File: config.mk
export PLATFORM = sky130hd
export DESIGN_NAME = if_fetch_unit
export DESIGN_NICKNAME = d
export VERILOG_FILES = /design/src/rtl/if_fetch_unit.sv
export SDC_FILE = /design/constraint.sdc
export NUM_CORES = 1
export LEC_CHECK = 0
export CELL_PAD_IN_SITES_DETAIL_PLACEMENT = 2
export CELL_PAD_IN_SITES_GLOBAL_PLACEMENT = 2
export CORE_AREA = 2 2 169 171
export CTS_BUF_LIST = sky130_fd_sc_hd__clkbuf_4
export DETAILED_ROUTE_END_ITERATION = 6
export DIE_AREA = 0 0 171 173
export HOLD_SLACK_MARGIN = 0.02
export PLACE_DENSITY = 0.95
export SLEW_MARGIN = 15
export SYNTH_ARGS = -nofsm -noshare
export SYNTH_HDL_FRONTEND = slang
export SYNTH_SLANG_ARGS = --single-unit
export TNS_END_PERCENT = 20
File: constraint.sdc
create_clock -name CLK -period 9.1 [get_ports CLK]
set_input_delay 0.91 -clock CLK [delete_from_list [all_inputs] [get_ports CLK]]
set_output_delay 0.91 -clock CLK [all_outputs]
set_load 0.01 [all_outputs]
File: src/rtl/if_fetch_unit.sv
// if_fetch_unit: instruction-fetch stage feeding the IF/ID register.
// Owns the PC, drives a request/ready instruction-memory port, buffers one
// response in a skid register while ID stalls, and squashes in-flight
// responses after a redirect.
// Optional feature macro: IF_MISALIGN_TRAP_EN (adds OUT_FAULT and a terminal
// FAULT state for misaligned redirect targets).
module if_fetch_unit #(
    parameter logic [31:0] RESET_VECTOR = 32'h0000_0000,
    parameter logic [31:0] NOP_INSTR    = 32'h0000_0013
) (
    input  logic        CLK,
    input  logic        RESET,
    input  logic        PC_SEL,
    input  logic [31:0] BRANCH_TARGET,
    input  logic        STALL,
    output logic        IMEM_REQ,
    output logic [31:0] IMEM_ADDR,
    input  logic        IMEM_READY,
    input  logic [31:0] IMEM_RDATA,
    output logic [31:0] OUT_INSTRUCTION,
    output logic [31:0] OUT_PC,
    output logic        OUT_VALID
`ifdef IF_MISALIGN_TRAP_EN
    ,
    output logic        OUT_FAULT
`endif
);

    typedef enum logic [2:0] {
        ST_IDLE,
        ST_FETCH,
        ST_DISCARD,
        ST_HOLD,
        ST_FAULT
    } state_t;

    state_t      state_q, state_d;
    logic [31:0] pc_q, pc_d;
    logic [31:0] imem_addr_q, imem_addr_d;
    logic        imem_req_q, imem_req_d;
    logic [31:0] out_instr_q, out_instr_d;
    logic [31:0] out_pc_q, out_pc_d;
    logic        out_valid_q, out_valid_d;
    logic [31:0] skid_instr_q, skid_instr_d;
    logic [31:0] skid_pc_q, skid_pc_d;
    logic        skid_valid_q, skid_valid_d;

    logic [31:0] target;
    logic        redirect;
    logic        misaligned;
    logic        fault_pending;
    logic [31:0] pc_plus4;

`ifdef IF_MISALIGN_TRAP_EN
    logic fault_q, fault_d;
    assign misaligned    = (BRANCH_TARGET[1:0] != 2'b00);
    assign fault_pending = fault_q;
    assign OUT_FAULT     = fault_q;
`else
    logic unused_target_bits;
    assign unused_target_bits = ^BRANCH_TARGET[1:0];
    assign misaligned         = 1'b0;
    assign fault_pending      = 1'b0;
`endif

    // Redirect targets are always word aligned; once faulted, redirects are ignored.
    assign target   = {BRANCH_TARGET[31:2], 2'b00};
    assign redirect = PC_SEL && (state_q != ST_FAULT);
    assign pc_plus4 = pc_q + 32'd4;

    assign IMEM_REQ        = imem_req_q;
    assign IMEM_ADDR       = imem_addr_q;
    assign OUT_INSTRUCTION = out_instr_q;
    assign OUT_PC          = out_pc_q;
    assign OUT_VALID       = out_valid_q;

    // State and datapath registers, all cleared asynchronously by RESET.
    always_ff @(posedge CLK or posedge RESET) begin
        if (RESET) begin
            state_q      <= ST_IDLE;
            pc_q         <= RESET_VECTOR;
            imem_addr_q  <= RESET_VECTOR;
            imem_req_q   <= 1'b0;
            out_instr_q  <= NOP_INSTR;
            out_pc_q     <= 32'h0;
            out_valid_q  <= 1'b0;
            skid_instr_q <= 32'h0;
            skid_pc_q    <= 32'h0;
            skid_valid_q <= 1'b0;
`ifdef IF_MISALIGN_TRAP_EN
            fault_q      <= 1'b0;
`endif
        end else begin
            state_q      <= state_d;
            pc_q         <= pc_d;
            imem_addr_q  <= imem_addr_d;
            imem_req_q   <= imem_req_d;
            out_instr_q  <= out_instr_d;
            out_pc_q     <= out_pc_d;
            out_valid_q  <= out_valid_d;
            skid_instr_q <= skid_instr_d;
            skid_pc_q    <= skid_pc_d;
            skid_valid_q <= skid_valid_d;
`ifdef IF_MISALIGN_TRAP_EN
            fault_q      <= fault_d;
`endif
        end
    end

    // Next-state selection: redirect beats stall beats normal flow.
    always_comb begin
        state_d = state_q;
        case (state_q)
            ST_IDLE: begin
                state_d = (redirect && misaligned) ? ST_FAULT : ST_FETCH;
            end
            ST_FETCH: begin
                if (redirect) begin
                    if (IMEM_READY) state_d = misaligned ? ST_FAULT : ST_FETCH;
                    else            state_d = ST_DISCARD;
                end else if (IMEM_READY && STALL && out_valid_q) begin
                    state_d = ST_HOLD;
                end
            end
            ST_DISCARD: begin
                if (IMEM_READY) begin
                    state_d = (fault_pending || (redirect && misaligned)) ? ST_FAULT : ST_FETCH;
                end
            end
            ST_HOLD: begin
                if (redirect)    state_d = misaligned ? ST_FAULT : ST_FETCH;
                else if (!STALL) state_d = ST_FETCH;
            end
            default: state_d = state_q;
        endcase
    end

    // Datapath updates: PC, fetch address, presented instruction and skid buffer.
    always_comb begin
        pc_d         = pc_q;
        imem_addr_d  = imem_addr_q;
        out_instr_d  = out_instr_q;
        out_pc_d     = out_pc_q;
        out_valid_d  = out_valid_q;
        skid_instr_d = skid_instr_q;
        skid_pc_d    = skid_pc_q;
        skid_valid_d = skid_valid_q;
`ifdef IF_MISALIGN_TRAP_EN
        fault_d      = fault_q;
`endif

        if (!STALL) begin
            out_valid_d = 1'b0;
            out_instr_d = NOP_INSTR;
        end

        case (state_q)
            ST_IDLE: begin
                imem_addr_d = pc_q;
                if (redirect) begin
                    pc_d        = target;
                    imem_addr_d = target;
                end
            end
            ST_FETCH: begin
                if (redirect) begin
                    pc_d = target;
                    if (IMEM_READY) imem_addr_d = target;
                end else if (IMEM_READY) begin
                    pc_d = pc_plus4;
                    if (STALL && out_valid_q) begin
                        skid_instr_d = IMEM_RDATA;
                        skid_pc_d    = pc_q;
                        skid_valid_d = 1'b1;
                    end else begin
                        out_instr_d = IMEM_RDATA;
                        out_pc_d    = pc_q;
                        out_valid_d = 1'b1;
                        imem_addr_d = pc_plus4;
                    end
                end
            end
            ST_DISCARD: begin
                if (redirect) pc_d = target;
                if (IMEM_READY) imem_addr_d = redirect ? target : pc_q;
            end
            ST_HOLD: begin
                if (redirect) begin
                    skid_valid_d = 1'b0;
                    pc_d         = target;
                    imem_addr_d  = target;
                end else if (!STALL) begin
                    out_instr_d  = skid_instr_q;
                    out_pc_d     = skid_pc_q;
                    out_valid_d  = 1'b1;
                    skid_valid_d = 1'b0;
                    imem_addr_d  = pc_q;
                end
            end
            default: begin
                out_valid_d = 1'b0;
                out_instr_d = NOP_INSTR;
            end
        endcase

        if (redirect) begin
            out_valid_d = 1'b0;
            out_instr_d = NOP_INSTR;
`ifdef IF_MISALIGN_TRAP_EN
            if (misaligned) fault_d = 1'b1;
`endif
        end
    end

    // Memory request is asserted whenever the next state owns an outstanding fetch.
    always_comb begin
        imem_req_d = (state_d == ST_FETCH) || (state_d == ST_DISCARD);
    end

endmodule
==> metrics.csv <==
metric,value,unit
outcome,finished clean,
Post-DRT Antenna Nets,0,
clock latency at the later pin of the worst-skew pair,0.63,ns
Critical Path RT,9.55,ns
vias,9004,
DP HPWL,24.3,mm
count of pins over their slew limit,0,
Yosys cell types,68,
"top cells by area, synth","dfrtp_1, mux2_2, a21oi_1, nor2_1, nand2_1",
Power Density,218,mW/mm^2
postcts setup bufs,0,
CTS max path bufs,2,
Int Pwr,1.72,mW
post-synth top area cell,dfrtp_1,
post-cts resize count,0,
Port Buffer Count,164,
CP arrival,4.14,ns
sw power,0.965,mW
initial detailed-routing violation count,710,
GRT Resource Usage Total,25.4,%
Core Area,0.0276,sq mm
mapped cell area,0.0102,sq mm
Max Cap Violations,0,
cts hold-fix bufs,0,
cell with the most instances after synthesis,dfrtp_1,
Yosys warnings,0,
Post-Syn Nets,1123,
final non-filler cell total,1539,
CTS tree,done,
wire length per cell,24.4,um
DRC,0,
Worst slew margin,29.9,%
Clock Tree Root,clkbuf_4,
initial core utilization,36.8,%
gr ovfl total,0,
LEAKAGE,5.08,nW
Die ar.,0.0296,sq mm
number of synthesized flops with an enable pin,0,
final worst path period share,40.5,%
Final Hold Viols,0,
Period minus WS final,3.68,ns
RSZ-0062 raised after global routing,false,
Synth async-reset ratio,100,%
f_max,272,MHz
Avg Vias per Cell,5.85,
# setup viols final,0,
Worst Tran Pin Value,1.05,ns
pre-CTS setup slack,4.96,ns
Row Count,61,
CP Max Fanout,61,
Die Width,171,um
Layout area overhead,21.1,%
Peak VDD IR,0.0000782,V
CP startpoint kind,primary input,
Synth Instances,1053,
fin util,44.6,%
die height,173,um
HP Class,reg2reg,
largest net degree at the start of global routing,138,
# clock sinks,197,
"flops & latches, synth",197,
Top-Level Pins,167,
initial antenna violation count,2,
global-route wire length before repair,58.1,mm
top cell type's share of synthesized area,47.7,%
Post-layout nets,1216,
critical path class,in2reg,
final worst slack,5.42,ns
CTS buffer count,17,
gpl congestion,0.823,
DP Cell Count,1505,
Seq pwr share,48.2,%
first-pass iteration count of the detailed router,4,
commonest cells in the netlist,"dfrtp_1, nor2_1, nand2_1, a21oi_1, clkbuf_1",
Setup TNS,0,ns
vias in the first global route,9867,
Sw Share,35.9,%
CP Capture Type,flop,
share of post-route cells with drive strength above 1,11.3,%
Fillers,2936,
synthesized area per cell,9.66,sq um
H-tree depth,4,
"Top FF cell, synth",dfrtp_1,
Max Clock Skew,0.0420,ns
register area share after synthesis,48.5,%
clock transition at the registers of the reported paths,0.19,ns
Routed WL,37.5,mm
combinational cell fraction of total power,32.4,%
Clk pwr share,19.4,%
critical path, stage by stage:
cell and delay [ns]:
clkdlybuf4s50_1 0.47, buf_4 0.43, nor2b_1 0.28, a21o_1 0.15
a221o_2 0.16, buf_4 0.55, nand2b_1 0.77, o221ai_1 0.36
area by class of cell:
type / instances / area, sq um / area share, %
Clock inverter: 13 / 159 / 1.29
Multi-Input combinational cell: 746 / 4820 / 39.2
Sequential cell: 197 / 4930 / 40.1
Timing Repair Buffer: 177 / 1740 / 14.1
Antenna cell: 2 / 5.00 / 0.0407
Inverter: 7 / 33.8 / 0.274
Clock buffer: 19 / 143 / 1.16
Tap cell: 378 / 473 / 3.84
metal layers:
metal  wire (um)  GRT usage [%]  up-vias
li1            -              -     3941
met1       15000           31.3     4701
met2       18900           43.5      302
met3        2590           6.32       60
met4        1020           8.16        0
met5           0              0        -
cell families after synthesis:
group	after synthesis	share of synthesized area, %
xor gates and xnor gates	22	1.89
adders and majority gates	1	0.123
muxes	101	10.7
and+or+nand+nor	331	16.0
DFF	197	48.5
buffers and inverters	110	4.43
AOI/OAI and AO/OA	291	18.3
registers in the layout, summed over array words and instances (netlist names), 3 cells and up:
name,cells
OUT_PC,32
skid_instr_q,32
skid_pc_q,32
pc_q,32
state_q,3
OUT_INSTRUCTION,32
IMEM_ADDR,32
power by group through the flow:
stage | clock network (mW) | logic, mW | registers, mW
2_1_floorplan | 0 | 0.465 | 1.26
4_1_cts | 0.534 | 0.880 | 1.29
6_report | 0.522 | 0.872 | 1.30
5_1_grt | 0.566 | 0.942 | 1.32
3_3_place_gp | 0 | 0.809 | 1.28
3_5_place_dp | 0 | 0.862 | 1.31
placed cells by master (no fill, tap or decap), drive strengths merged, types with 5 or more instances in the layout:
cell and count:
and3 5, a21oi 102, nor2 105, nor2b 5, xnor2 19, o221ai 12, inv 6, and2 35
clkinv 9, a21o 10, a31oi 5, a21boi 33, buf 13, o21ai 35, or3 9, nand4 8
dfrtp 194, mux2 64, nand2 103, mux2i 37, o31ai 12, o22ai 42, clkbuf 19, clkdlybuf4s50 164
nor3 16, nor4 14, nand3 14
per-stage QoR:
stage	total power, mW	hold WS, ns	instance area, sq um
3_5_place_dp	2.17	0.470	12000
3_3_place_gp	2.09	0.460	12000
4_1_cts	2.71	0.506	12300
6_report	2.69	0.501	12300
2_1_floorplan	1.73	0.475	10200
5_1_grt	2.83	0.523	12300
worst paths after layout:
check | start | to | slack [ns] | depth (start not counted)
max | STALL | IMEM_ADDR[22] | 5.42 | 8
min | IMEM_ADDR[5] | IMEM_ADDR[5] | 0.50 | 1
max reg2reg | state_q[2] | IMEM_ADDR[22] | 5.62 | 5
min reg2reg | IMEM_ADDR[5] | IMEM_ADDR[5] | 0.50 | 1
max in group asynchronous | RESET | pc_q[8] | 6.74 | 3
min in group asynchronous | RESET | IMEM_ADDR[22] | 0.86 | 2
(Power assumes the default switching activity.)
